<file path="config.mk">
export PLATFORM = sky130hd
export DESIGN_NAME = id_ex_stage_reg
export DESIGN_NICKNAME = d
export VERILOG_FILES = /design/src/rtl/id_ex_stage_reg.sv
export SDC_FILE = /design/constraint.sdc
export NUM_CORES = 1
export LEC_CHECK = 0
export BUFFER_PORTS_ARGS = -buffer_cell sky130_fd_sc_hd__buf_2
export CORE_MARGIN = 8
export CORE_UTILIZATION = 43
export CTS_BUF_LIST = sky130_fd_sc_hd__clkbuf_8 sky130_fd_sc_hd__clkbuf_16
export CTS_CLUSTER_DIAMETER = 60
export CTS_CLUSTER_SIZE = 24
export DETAILED_ROUTE_END_ITERATION = 6
export GPL_ROUTABILITY_DRIVEN = 0
export HOLD_SLACK_MARGIN = 0.06
export PLACE_DENSITY = 0.77
export SLEW_MARGIN = 20
export SYNTH_ARGS = -nofsm -noshare
export SYNTH_HDL_FRONTEND = slang
export SYNTH_SLANG_ARGS = --single-unit
</file>
<file path="constraint.sdc">
create_clock -name Clk -period 1.91 [get_ports Clk]
set_clock_uncertainty 0.15 [all_clocks]
set_input_delay 0 -clock Clk [delete_from_list [all_inputs] [get_ports Clk]]
set_output_delay 0 -clock Clk [all_outputs]
set_load 0.01 [all_outputs]
</file>
<file path="src/rtl/id_ex_stage_reg.sv">
// ============================================================================
// Module   : id_ex_stage_reg
// Summary  : MIPS ID/EX pipeline register with load-use hazard detection,
//            external hold and branch/jump flush. Optional macro
//            ID_EX_BUBBLE_CNT_EN adds a saturating bubble counter.
// Revision : 1.0 - initial release
// ============================================================================
`default_nettype none

module id_ex_stage_reg #(
  parameter int CTRL_W = 16,
  parameter int DATA_W = 32
) (
  input  logic              Clk,
  input  logic              Rst_n,
  input  logic              Valid_in,
  input  logic [DATA_W-1:0] ImmExt_in,
  input  logic [DATA_W-1:0] RegData1_in,
  input  logic [DATA_W-1:0] RegData2_in,
  input  logic [4:0]        Rs_in,
  input  logic [4:0]        Rt_in,
  input  logic [4:0]        Rd_in,
  input  logic              UsesRt_in,
  input  logic              MemRead_in,
  input  logic [CTRL_W-1:0] Ctrl_in,
  input  logic              Flush,
  input  logic              Stall_ext,
  output logic [DATA_W-1:0] ImmExt_out,
  output logic [DATA_W-1:0] RegData1_out,
  output logic [DATA_W-1:0] RegData2_out,
  output logic [4:0]        Rs_out,
  output logic [4:0]        Rt_out,
  output logic [4:0]        Rd_out,
  output logic              MemRead_out,
  output logic [CTRL_W-1:0] Ctrl_out,
  output logic              Valid_out,
`ifdef ID_EX_BUBBLE_CNT_EN
  input  logic              BubbleCountClr,
  output logic [31:0]       BubbleCount,
`endif
  output logic              LoadUseStall
);

  logic [DATA_W-1:0] imm_q, imm_d;
  logic [DATA_W-1:0] rd1_q, rd1_d;
  logic [DATA_W-1:0] rd2_q, rd2_d;
  logic [4:0]        rs_q, rs_d;
  logic [4:0]        rt_q, rt_d;
  logic [4:0]        rd_q, rd_d;
  logic              memrd_q, memrd_d;
  logic [CTRL_W-1:0] ctrl_q, ctrl_d;
  logic              valid_q, valid_d;
  logic              w_bubble;

  // A load in EX whose destination is read by the instruction in decode.
  assign LoadUseStall = valid_q && memrd_q && (rt_q != 5'd0) && Valid_in &&
                        ((rt_q == Rs_in) || (UsesRt_in && (rt_q == Rt_in)));

  always_comb begin
    imm_d    = imm_q;
    rd1_d    = rd1_q;
    rd2_d    = rd2_q;
    rs_d     = rs_q;
    rt_d     = rt_q;
    rd_d     = rd_q;
    memrd_d  = memrd_q;
    ctrl_d   = ctrl_q;
    valid_d  = valid_q;
    w_bubble = 1'b0;
    if (Flush) begin
      w_bubble = 1'b1;
    end else if (!Stall_ext) begin
      if (LoadUseStall) begin
        w_bubble = 1'b1;
      end else begin
        imm_d   = ImmExt_in;
        rd1_d   = RegData1_in;
        rd2_d   = RegData2_in;
        rs_d    = Rs_in;
        rt_d    = Rt_in;
        rd_d    = Rd_in;
        valid_d = Valid_in;
        memrd_d = Valid_in ? MemRead_in : 1'b0;
        ctrl_d  = Valid_in ? Ctrl_in : '0;
      end
    end
    if (w_bubble) begin
      imm_d   = '0;
      rd1_d   = '0;
      rd2_d   = '0;
      rs_d    = '0;
      rt_d    = '0;
      rd_d    = '0;
      memrd_d = 1'b0;
      ctrl_d  = '0;
      valid_d = 1'b0;
    end
  end

  always_ff @(posedge Clk or negedge Rst_n) begin
    if (!Rst_n) begin
      imm_q   <= '0;
      rd1_q   <= '0;
      rd2_q   <= '0;
      rs_q    <= '0;
      rt_q    <= '0;
      rd_q    <= '0;
      memrd_q <= 1'b0;
      ctrl_q  <= '0;
      valid_q <= 1'b0;
    end else begin
      imm_q   <= imm_d;
      rd1_q   <= rd1_d;
      rd2_q   <= rd2_d;
      rs_q    <= rs_d;
      rt_q    <= rt_d;
      rd_q    <= rd_d;
      memrd_q <= memrd_d;
      ctrl_q  <= ctrl_d;
      valid_q <= valid_d;
    end
  end

  assign ImmExt_out   = imm_q;
  assign RegData1_out = rd1_q;
  assign RegData2_out = rd2_q;
  assign Rs_out       = rs_q;
  assign Rt_out       = rt_q;
  assign Rd_out       = rd_q;
  assign MemRead_out  = memrd_q;
  assign Ctrl_out     = ctrl_q;
  assign Valid_out    = valid_q;

`ifdef ID_EX_BUBBLE_CNT_EN
  logic [31:0] bcnt_q, bcnt_d;

  // Clear wins over increment; the count sticks at all-ones.
  always_comb begin
    bcnt_d = bcnt_q;
    if (BubbleCountClr) begin
      bcnt_d = '0;
    end else if (w_bubble && (bcnt_q != 32'hFFFF_FFFF)) begin
      bcnt_d = bcnt_q + 32'd1;
    end
  end

  always_ff @(posedge Clk or negedge Rst_n) begin
    if (!Rst_n) begin
      bcnt_q <= '0;
    end else begin
      bcnt_q <= bcnt_d;
    end
  end

  assign BubbleCount = bcnt_q;
`endif

endmodule

`default_nettype wire
</file>
==> flow_summary.toml, run 1 <==
[run_status]
outcome = "did not finish"
haltStage = "global routing (5_1_grt)"
error_line = "[ERROR GRT-0229] Vertical edge usage exceeds the maximum allowed. (6, 8) usage=65535 limit=2200"

[floorplanning]
io_pins = 264
die_x_um = 134
fp.dieH_um = 134
row_count = 43
initial_core_util_pct = 43.7

[cts]
cts_buffers = 17
clk_path_buf_depth = 2
cts.sinks = 129
clock-root-buffer = "clkbuf_16"
htreeDepth = 4

[logic_synthesis]
synthTopCellsByArea = "dfrtp_1 54%, a32oi_1 15%, nand2_1 7.4%, o21ai_0 5.1%, clkbuf_1 3.5%"
ys_seq_area_share_pct = 53.6
synth_largest_area_cell = "dfrtp_1"
syn_area_per_cell_um2 = 9.90
ys_ff_latch = 129
synth_top_cell_area_share_pct = 53.6
synth_cell_types = 24
postSynthCellCount = 608
yosys_warnings = 0
synth_nets = 742
synth_area_mm2 = 0.00602

[grt]
grt_max_degree = 84

[placement]
place_hpwl_um = 12900
portBuffers = 263
## what timing repair did
| action | CTS |
|---|---|
| endpoints found under the setup margin | 129 |
| hold buffers | 139 |
| setup buffers | 7 |
| hold endpoints to repair | 258 |
| pin swaps | 5 |
| gates resized for setup | 20 |
| gates cloned | 6 |
## cells in the mapped netlist (all sizes together)
library cell,instances
buf,16
o22ai,1
clkbuf,56
nand4,1
o221ai,10
nor2b,2
xnor2,10
a22oi,23
a21oi,17
nand3,1
o211ai,5
nor2,2
or4,1
nor3b,10
and2,1
nand2,119
o21ai,102
a32oi,101
o2111ai,1
dfrtp,129
## per-stage QoR
stage / instances / setup WS (ps) / area, um2 / setup TNS [ps]
after CTS: 1186 / -201 / 9960 / -15280
after global placement: 1002 / -177 / 7580 / -7570
after floorplan: 608 / -29.9 / 6040 / -1730
after detailed placement: 1002 / -225 / 7580 / -11310
## logic make-up after synthesis
logic type / count (synthesis) / share of synthesized area (%)
AO/OA/AOI/OAI: 260 / 29.9
XOR/XNOR: 10 / 1.46
flip-flops: 129 / 53.6
buffers and inverters: 72 / 5.57
AND/OR/NAND/NOR: 137 / 9.42
==> run 2, diff against run 1 <==
==> config.mk (replaced) <==
export PLATFORM = sky130hd
export DESIGN_NAME = id_ex_stage_reg
export DESIGN_NICKNAME = d
export VERILOG_FILES = /design/src/rtl/id_ex_stage_reg.sv
export SDC_FILE = /design/constraint.sdc
export NUM_CORES = 1
export LEC_CHECK = 0
export BUFFER_PORTS_ARGS = -buffer_cell sky130_fd_sc_hd__buf_2
export CORE_MARGIN = 8
export CORE_UTILIZATION = 40
export DETAILED_ROUTE_END_ITERATION = 6
export GPL_ROUTABILITY_DRIVEN = 0
export PLACE_DENSITY_LB_ADDON = 0.15
export SLEW_MARGIN = 20
export SYNTH_ARGS = -nofsm -noshare
export SYNTH_HDL_FRONTEND = slang
export SYNTH_SLANG_ARGS = --single-unit
==> constraint.sdc (replaced) <==
create_clock -name Clk -period 2.5 [get_ports Clk]
set_clock_uncertainty 0.15 [all_clocks]
set_input_delay 0 -clock Clk [delete_from_list [all_inputs] [get_ports Clk]]
set_output_delay 0 -clock Clk [all_outputs]
set_load 0.01 [all_outputs]
==> run 2 against run 1 <==
Compared with the run above: area after synthesis is the same; synthesized cell count is the same; the flow now finishes, with violations (hold timing).
==> flow_summary.toml, run 2 <==
[pwr]
p_leak_nw = 4.34
power_frac_seq_pct = 38.7
switching_share_pct = 26.3
comb_power_share_pct = 18.1
clkPwrFrac_pct = 43.3
cellPowerDensity_mw_per_mm2 = 655
intPower_mw = 4.57
p_total_mw = 6.20
power.switching_mw = 1.63
vdd_drop_max_v = 0.000410

[grt]
grt-ovfl-total = 0
grt_max_degree = 111
grt_pass1_vias = 6655
grtUsageTotal_pct = 21.5
grt_pass1_wl_um = 34300
antenna_found_initial = 0

[logic_synthesis]
syn_area_per_cell_um2 = 9.90
synthFlopType = "dfrtp_1"
synthTopCellsByArea = "dfrtp_1 54%, a32oi_1 15%, nand2_1 7.4%, o21ai_0 5.1%, clkbuf_1 3.5%"
synth_nets = 742
synth_area_mm2 = 0.00602
postSynthCellCount = 608
synth_common_cells = "129 x dfrtp_1, 119 x nand2_1, 101 x a32oi_1, 61 x o21ai_0, 56 x clkbuf_1"
yosysMostFrequentCell = "dfrtp_1"
synth_edf_count = 0
synthArstFlopShare_pct = 100
ys_ff_latch = 129
synth_cell_types = 24
yosys_warnings = 0
ys_seq_area_share_pct = 53.6
synth_top_cell_area_share_pct = 53.6
synth_largest_area_cell = "dfrtp_1"

[worst_hold_path]
hold_path_class = "in2reg"

[floorplanning]
io_pins = 264
die_area_mm2 = 0.0192
die_x_um = 139
fp.dieH_um = 139
initial_core_util_pct = 40.2
core_area_mm2 = 0.0150
row_count = 45

[final_layout]
finish.utilization_pct = 63.2
final_common_cell = "buf_2"
syn_to_final_growth_pct = 57.3
finalNetCount = 1100
stdcell_area_mm2 = 0.00946
n_antenna_cell = 0
final_cell_mix = "262 x buf_2, 132 x dlygate4sd3_1, 129 x dfrtp_1, 117 x nand2_1, 101 x a32oi_1"
finalNonFillerCells = 1167
drive_above_1_share_pct = 32.1
fill_cells = 1181

[routing]
wl_per_cell_um = 18.4
highest_layer = "met4"
dr.pass1.iters = 6
postRouteAntennaNets = 0
met1_length_um = 8690
drcViolationCount = 0
dr_wl_met2_um = 10200
wl_um = 21500
num_vias = 6644
drt_iter0_markers = 353
via_per_inst = 5.69
dr_wl_met3_um = 1960

[cts]
clock-root-buffer = "clkbuf_16"
clk_path_buf_depth = 2
cts_buffers = 17
clk_pin_slew_worst_paths_ps = 60
cts.sinks = 129
htreeDepth = 4
cts_tree = "done"
insertion_delay_ps = 410

[worst_setup_path]
cp.required_ps = 2350
arrival_ps = 2180
end_kind = "primary output"
start_kind = "register"
critPathKind = "reg2out"
max_stage_delay_ps = 440
path_cells = "xnor2_1, nand2_2, o22ai_4, buf_12, nor2b_1, buf_2"
path_max_fanout = 57
slowest_stage = "dfrtp_1"

[timing]
fin_crit_ps = 2330
final_hold_viol_count = 4
setup_ws_ps = 167
slew_violations = 0
tightest_slew_ps = 1080
min_period_over_period_pct = 93.3
max_slew_margin_pct = 27.4
rsz0062_at_grt = "false"
hold_ws_ps = -19.0
tns_ps = 0
setup_viol_count_final = 0
max_freq_mhz = 429

[run_status]
violations = "hold timing"
outcome = "complete, but fails checks"

[placement]
place_ws_ps = 263
place_inst = 1003
portBuffers = 263
place_hpwl_um = 13400
place_area_mm2 = 0.00750

[flow_run]
cap_violations = 0
[run 2: path summary, 6_finish.rpt]
path                                            start                           end  slack, ps  depth (start not counted)
min in group asynchronous                       Rst_n         Rs_out[1]$_DFFE_PN0P_         20                          2
hold / removal                              UsesRt_in         Rs_out[4]$_DFFE_PN0P_        -20                          4
setup reg to reg                Rt_out[0]$_DFFE_PN0P_       Ctrl_out[1]$_DFFE_PN0P_        200                          5
hold reg to reg            ImmExt_out[30]$_DFFE_PN0P_    ImmExt_out[30]$_DFFE_PN0P_        340                          2
setup / recovery                Rt_out[0]$_DFFE_PN0P_                  LoadUseStall        170                          6
max in group asynchronous                       Rst_n  RegData1_out[19]$_DFFE_PN0P_       1430                          3
[run 2: worst max-delay path: cells and delay by family (launching register included)]
kind	cells	cell delay (ps)
xor+xnor	1	220
flops	1	440
buf+inv	2	410
simple gates	2	370
compound gates	1	300
[run 2: logic make-up after synthesis]
family | count (synthesis) | share of synthesized area [%]
flip-flops | 129 | 53.6
AO/OA/AOI/OAI | 260 | 29.9
buffers and inverters | 72 | 5.57
XOR/XNOR | 10 | 1.46
AND/OR/NAND/NOR | 137 | 9.42
[run 2: per-layer routing]
metal / global-route usage (%) / vias to the layer above
met1: 25.7 / 3204
met2: 33.9 / 351
met3: 8.47 / 58
li1: - / 3031
met4: 9.36 / 0
met5: 0 / -
[run 2: repair_timing]
| item | CTS | global route |
|---|---|---|
| hold endpoints to repair | 216 | 0 |
| resized for setup | 0 | 2 |
| setup endpoints to repair | 0 | 1 |
| buffers inserted | 0 | 0 |
| hold buffers | 132 | 0 |
[run 2: power by group through the flow]
stage | logic (mW) | clock network [mW] | registers, mW
after floorplan | 0.354 | 0 | 2.51
after global placement | 0.929 | 0 | 2.42
after detailed placement | 0.952 | 0 | 2.43
after CTS | 1.11 | 2.74 | 2.40
after global routing | 1.22 | 2.82 | 2.42
final | 1.12 | 2.68 | 2.40
[run 2: cell type report]
class | count | area, um2 | area share (%)
clock buffers | 24 | 492 | 5.20
well taps | 188 | 235 | 2.49
clock inverters | 8 | 149 | 1.57
multi-input cells | 407 | 2500 | 26.4
flip-flops and latches | 129 | 3230 | 34.1
repair buffers | 411 | 2860 | 30.2
Power figures use the tool's default switching activity.
==> run 3, diff against run 2 <==
--- a/config.mk
+++ b/config.mk
@@ -5,13 +5,13 @@
 export SDC_FILE = /design/constraint.sdc
 export NUM_CORES = 1
 export LEC_CHECK = 0
+export ABC_AREA = 1
 export BUFFER_PORTS_ARGS = -buffer_cell sky130_fd_sc_hd__buf_2
 export CORE_MARGIN = 8
 export CORE_UTILIZATION = 40
 export DETAILED_ROUTE_END_ITERATION = 6
 export GPL_ROUTABILITY_DRIVEN = 0
 export PLACE_DENSITY_LB_ADDON = 0.15
-export SLEW_MARGIN = 20
 export SYNTH_ARGS = -nofsm -noshare
 export SYNTH_HDL_FRONTEND = slang
 export SYNTH_SLANG_ARGS = --single-unit
==> run 3 against run 2 <==
Compared with the run above: the flow now finishes without violations; first-iteration DRC count decreased by 5.7%; flip-flop and latch count did not move; area after synthesis fell by 1.5%; clock-buffer cell count is 3 lower; clock power rose by 4%; hold slack improved by 41 ps; register-to-register slack better by 20 ps; via count shrank 11%; sequential share of layout area shrank 0.64 points; critical endpoint is now Rt_out[3]$_DFFE_PN0P_; largest power group unchanged.
==> flow_summary.toml, run 3 <==
[cts]
cts_buffers = 17
clk_pin_slew_worst_paths_ps = 50
htreeDepth = 4
clk_path_buf_depth = 2
cts_tree = "done"
cts.sinks = 129
cts_resized = 0
insertion_delay_ps = 400
clock-root-buffer = "clkbuf_16"

[worst_setup_path]
critPathKind = "reg2reg"
worstReg2RegStart = "Rt_out[0]$_DFFE_PN0P_"
slowest_stage = "dlygate4sd3_1"
r2r_end = "Rt_out[3]$_DFFE_PN0P_"
path_cells = "inv_2, nand2_1, nand2_1, nor2_1, nand3_1, nand2_1, nand2_2, nand2_8, buf_4, o21ai_2, dlygate4sd3_1"
end_kind = "register"
start_kind = "register"
arrival_ps = 2410
ff2ff_path_depth = 11
path_common_cell = "nand2_1"
rrSetupSlack_ps = 220
path_max_fanout = 9
max_stage_delay_ps = 560
cp.required_ps = 2630

[pwr]
p_total_mw = 5.98
p_leak_nw = 5.17
vdd_drop_max_v = 0.000429
cellPowerDensity_mw_per_mm2 = 621

[logic_synthesis]
syn_area_per_cell_um2 = 9.05
yosysMostFrequentCell = "nand2_1"
synthSimpleGateAreaFrac_pct = 22.2
synth_top_family_by_area = "simple AND/OR/NAND/NOR gates"
ys_seq_area_share_pct = 54.5
synth_cell_types = 19
synth_edf_count = 0
synth_area_mm2 = 0.00593
synth_fa_ha_area_share_pct = 0
synth_top_cell_area_share_pct = 54.5
synthArstFlopShare_pct = 100
yosys_warnings = 0
synth_common_cells = "302 x nand2_1, 129 x dfrtp_1, 90 x o21ai_2, 30 x inv_1, 26 x clkbuf_1"
synth_compound_area_share_pct = 15.1
muxShareOfSynthArea_pct = 0
ys_ff_latch = 129
postSynthCellCount = 655
synth_xor_area_share_pct = 0.148
synthTopCellsByArea = "dfrtp_1 54%, nand2_1 19%, o21ai_2 13%, buf_12 3.4%, nand4_1 2.1%"
synth_largest_area_cell = "dfrtp_1"
synthFlopType = "dfrtp_1"
synth_nets = 789

[final_layout]
finalNetCount = 1203
final_cell_mix = "302 x nand2_1, 262 x buf_2, 158 x dlygate4sd3_1, 129 x dfrtp_1, 90 x o21ai_2"
syn_to_final_growth_pct = 62.7
drive_above_1_share_pct = 37.9
stdcell_area_mm2 = 0.00964
final_common_cell = "nand2_1"
n_antenna_cell = 0

[routing]
drcViolationCount = 0
postRouteAntennaNets = 0
wl_per_cell_um = 16.0
drt_iter0_markers = 333
num_vias = 5912
wl_um = 20300
via_per_inst = 4.67
dr.pass1.iters = 4

[timing]
tns_ps = 0
min_period_over_period_pct = 91.2
max_freq_mhz = 439
hold_ws_ps = 21.7
final_hold_viol_count = 0
tightest_slew_ps = 567
rsz0062_at_grt = "false"
setup_ws_ps = 221
fin_crit_ps = 2280
max_slew_margin_pct = 62.2
slew_violations = 0
setup_viol_count_final = 0

[placement]
place_area_mm2 = 0.00732
place_ws_ps = 554
portBuffers = 263
place_hpwl_um = 12300

[grt]
grtUsageTotal_pct = 20.9
grt_max_degree = 128
grt-ovfl-total = 0
grt_pass1_wl_um = 31300
grt_pass1_vias = 6204
antenna_found_initial = 0

[floorplanning]
row_count = 44
die_area_mm2 = 0.0190
io_pins = 264
die_x_um = 138
core_area_mm2 = 0.0145
fp.dieH_um = 138
initial_core_util_pct = 40.8

[run_status]
outcome = "completed"

[worst_hold_path]
hold_path_class = "in2async"

[flow_run]
cap_violations = 0
run 3: changes by cell type after synthesis, sizes merged, moves of 17 or more:
| cell | previous run | this run |
|---|---|---|
| clkbuf | 56 | 26 |
| a32oi | 101 | 0 |
| a22oi | 23 | 0 |
| inv | 0 | 34 |
| a21oi | 17 | 0 |
| nand4 | 1 | 20 |
| nand2 | 119 | 304 |
run 3: final cells by class:
cell class / instances / area, um2
Fill cell: 1179 / 4890
Clock inverter: 11 / 208
Tap cell: 184 / 230
Timing Repair Buffer: 438 / 3130
Inverter: 35 / 134
Multi-Input combinational cell: 448 / 2260
Sequential cell: 129 / 3230
Clock buffer: 21 / 460
run 3: power by group:
group	internal, mW	switching [mW]	leakage, nW	total [mW]
combinational	0.447	0.471	3.13	0.918
clock	1.92	0.883	0.327	2.80
sequential	2.20	0.0652	1.72	2.27
run 3: worst max path at each step:
stage                          startpoint                           end  slack (ps)  cells after the start
floorplan           Rt_out[2]$_DFFE_PN0P_         Rt_out[2]$_DFFE_PN0P_         940                     11
global placement    Rt_out[0]$_DFFE_PN0P_  RegData1_out[11]$_DFFE_PN0P_         600                     10
detailed placement  Rt_out[0]$_DFFE_PN0P_     ImmExt_out[7]$_DFFE_PN0P_         550                     10
CTS                 Rt_out[0]$_DFFE_PN0P_         Rt_out[2]$_DFFE_PN0P_          20                     11
global route        Rt_out[0]$_DFFE_PN0P_         Rt_out[3]$_DFFE_PN0P_          40                     11
finish              Rt_out[0]$_DFFE_PN0P_         Rt_out[3]$_DFFE_PN0P_         220                     11
run 3: metal layers:
layer | wire length (um) | track usage (%) | vias up
met5 | 0 | 0 | -
met4 | 459 | 7.94 | 0
met3 | 1700 | 5.76 | 35
met2 | 9950 | 35.0 | 240
met1 | 8190 | 25.1 | 2743
li1 | - | - | 2894
run 3: logic make-up after synthesis:
logic type | after synthesis
buffers and inverters | 80
XOR/XNOR | 1
flip-flops | 129
AND/OR/NAND/NOR | 334
AO/OA/AOI/OAI | 111
run 3: what timing repair did:
action                     4_1_cts  5_1_grt
hold buffers                   159        0
setup endpoints to repair        0        7
setup buffers                    0        3
hold endpoints to repair       258        0
run 3: worst max-delay path, delay by kind of cell (launching register included):
| family | cells | cell delay, ps |
|---|---|---|
| buffers and inverters | 3 | 850 |
| AND/OR/NAND/NOR | 7 | 680 |
| flip-flops | 1 | 420 |
| AO/OA/AOI/OAI | 1 | 60 |
run 3: through the flow:
step | instances | util [%]
after floorplan | 655 | -
after global placement | 1070 | 50.4
after detailed placement | 1070 | 50.4
after CTS | 1261 | 66.0
after global routing | 1266 | 66.4
final | 1266 | 66.4
==> run 4, diff against run 3 <==
--- a/config.mk
+++ b/config.mk
@@ -5,13 +5,13 @@
 export SDC_FILE = /design/constraint.sdc
 export NUM_CORES = 1
 export LEC_CHECK = 0
-export ABC_AREA = 1
+export ABC_AREA = 0
 export BUFFER_PORTS_ARGS = -buffer_cell sky130_fd_sc_hd__buf_2
 export CORE_MARGIN = 8
 export CORE_UTILIZATION = 40
 export DETAILED_ROUTE_END_ITERATION = 6
 export GPL_ROUTABILITY_DRIVEN = 0
-export PLACE_DENSITY_LB_ADDON = 0.15
+export PLACE_DENSITY_LB_ADDON = 0.3
 export SYNTH_ARGS = -nofsm -noshare
 export SYNTH_HDL_FRONTEND = slang
 export SYNTH_SLANG_ARGS = --single-unit
==> run 4 against run 3 <==
Compared with the run above: utilization shrank 2.5 points; global-route usage grew 0.88 points; largest power group unchanged; via count grew 11%; worst setup slack lost 130 ps; die area grew 1.3%; sequential power grew 6%; non-clock buffer count shrank 23; wire length grew 8.3%; highest routed layer unchanged; total power grew 5.9%.
==> flow_summary.toml, run 4 (synthesized netlist as in run 2, its figures left out) <==
[worst_setup_path]
start_kind = "register"
arrival_ps = 2600
path_max_fanout = 9
r2r_end = "Rt_out[1]$_DFFE_PN0P_"
startpoint = "Rt_out[3]$_DFFE_PN0P_"
critPathKind = "reg2reg"
end_kind = "register"
rrSetupSlack_ps = 90
cp.required_ps = 2700
worstReg2RegStart = "Rt_out[3]$_DFFE_PN0P_"
ff2ff_path_depth = 6

[timing]
slew_violations = 0
tightest_slew_ps = 1100
max_freq_mhz = 415
setup_viol_count_final = 0
rsz0062_at_grt = "false"
min_period_over_period_pct = 96.3
tns_ps = 0
fin_crit_ps = 2410
max_slew_margin_pct = 26.3
final_hold_viol_count = 0

[pwr]
vdd_drop_max_v = 0.000381
comb_power_share_pct = 18.1
power_frac_seq_pct = 37.8
intPower_mw = 4.67
clkPwrFrac_pct = 44.1
p_leak_nw = 4.38
cellPowerDensity_mw_per_mm2 = 663
power.switching_mw = 1.67
switching_share_pct = 26.4
p_total_mw = 6.34

[grt]
grtUsageTotal_pct = 21.8
grt_max_degree = 204
antenna_found_initial = 0
grt_pass1_vias = 6601
grt-ovfl-total = 0
grt_pass1_wl_um = 34600

[routing]
dr.pass1.iters = 5
wl_per_cell_um = 18.8
via_per_inst = 5.62
wl_um = 22000
num_vias = 6579
drt_iter0_markers = 409
drcViolationCount = 0
postRouteAntennaNets = 0

[floorplanning]
core_area_mm2 = 0.0150
row_count = 45
fp.dieH_um = 139
die_area_mm2 = 0.0192
die_x_um = 139
io_pins = 264
initial_core_util_pct = 40.2

[final_layout]
final_common_cell = "buf_2"
final_cell_mix = "262 x buf_2, 135 x dlygate4sd3_1, 129 x dfrtp_1, 119 x nand2_1, 101 x a32oi_1"
syn_to_final_growth_pct = 58.9
finalNetCount = 1104
fill_cells = 1166
drive_above_1_share_pct = 32.1
n_antenna_cell = 0

[placement]
portBuffers = 263
place_hpwl_um = 12500

[worst_hold_path]
hold_depth = 5
hold_path_class = "in2reg"
hold_start = "UsesRt_in"
holdPathEnd = "Rs_out[0]$_DFFE_PN0P_"

[cts]
cts_buffers = 17
clk_pin_slew_worst_paths_ps = 50
cts_tree = "done"
clk_path_buf_depth = 2
htreeDepth = 4
clock-root-buffer = "clkbuf_16"
insertion_delay_ps = 410
cts.sinks = 129

[run_status]
outcome = "completed"

[flow_run]
cap_violations = 0
-- run 4: changes by cell type in the layout (fill, tap and decap cells not counted), sizes merged, moves of 10 or more --
cell,previous run,this run
nand2,306,119
a32oi,0,101
inv,34,1
a22oi,0,23
dlygate4sd3,158,135
nand4,20,1
a21oi,0,17
nor3b,0,10
o221ai,0,10
-- run 4: critical path: stages (launching register included) --
cell and delay, ps:
dfrtp_1 440, or4_1 590, o2111ai_4 270, buf_6 190
nand2_1 60, o211ai_1 80, dlygate4sd3_1 570
-- run 4: power groups by stage --
stage	registers [mW]	logic, mW	clock network [mW]
after CTS	2.39	1.13	2.85
after detailed placement	2.42	0.954	0
after global routing	2.42	1.25	2.94
after floorplan	2.51	0.354	0
after global placement	2.42	0.938	0
final	2.40	1.15	2.79
-- run 4: per-stage QoR --
step	instance area (um2)	setup WS [ps]	instances	utilization [%]	hold WS [ps]
after floorplan	6020	556	608	-	-446
after global placement	7480	274	1001	49.9	-115
after detailed placement	7480	240	1001	49.9	-110
after CTS	9530	57.3	1170	63.6	8.95
after global routing	9560	3.94	1171	63.8	60.5
final	9560	91.9	1171	63.8	42.8
-- run 4: metal layers --
layer,vias up,wire length (um),global-route usage (%)
met3,55,1950,8.09
li1,3032,-,-
met4,0,667,9.94
met5,-,0,0
met1,3154,8890,26.7
met2,338,10500,33.7
-- run 4: layout make-up --
cell class	instances	area, um2	area share (%)
clock buffer	20	467	4.88
tap	188	235	2.46
sequential	129	3230	33.8
clock inverter	12	204	2.13
timing repair buffer	415	2930	30.7
multi-input combinational	407	2490	26.1
-- run 4: worst max-delay path by stage --
stage                                               to  slack, ps  depth (start not counted)
after global placement         Ctrl_out[2]$_DFFE_PN0P_        270                          4
after CTS                        Rt_out[1]$_DFFE_PN0P_         60                          6
after global routing             Rt_out[0]$_DFFE_PN0P_          4                          6
after detailed placement   RegData1_out[6]$_DFFE_PN0P_        240                          5
final                            Rt_out[1]$_DFFE_PN0P_         90                          6
after floorplan           RegData2_out[30]$_DFFE_PN0P_        560                          6
-- run 4: repair_timing --
item,CTS,global route
hold endpoints to repair,258,0
buffers inserted,1,0
hold buffers,136,0
gates cloned,0,1
setup endpoints to repair,1,16
gates resized for setup,0,1
pin swaps,1,2
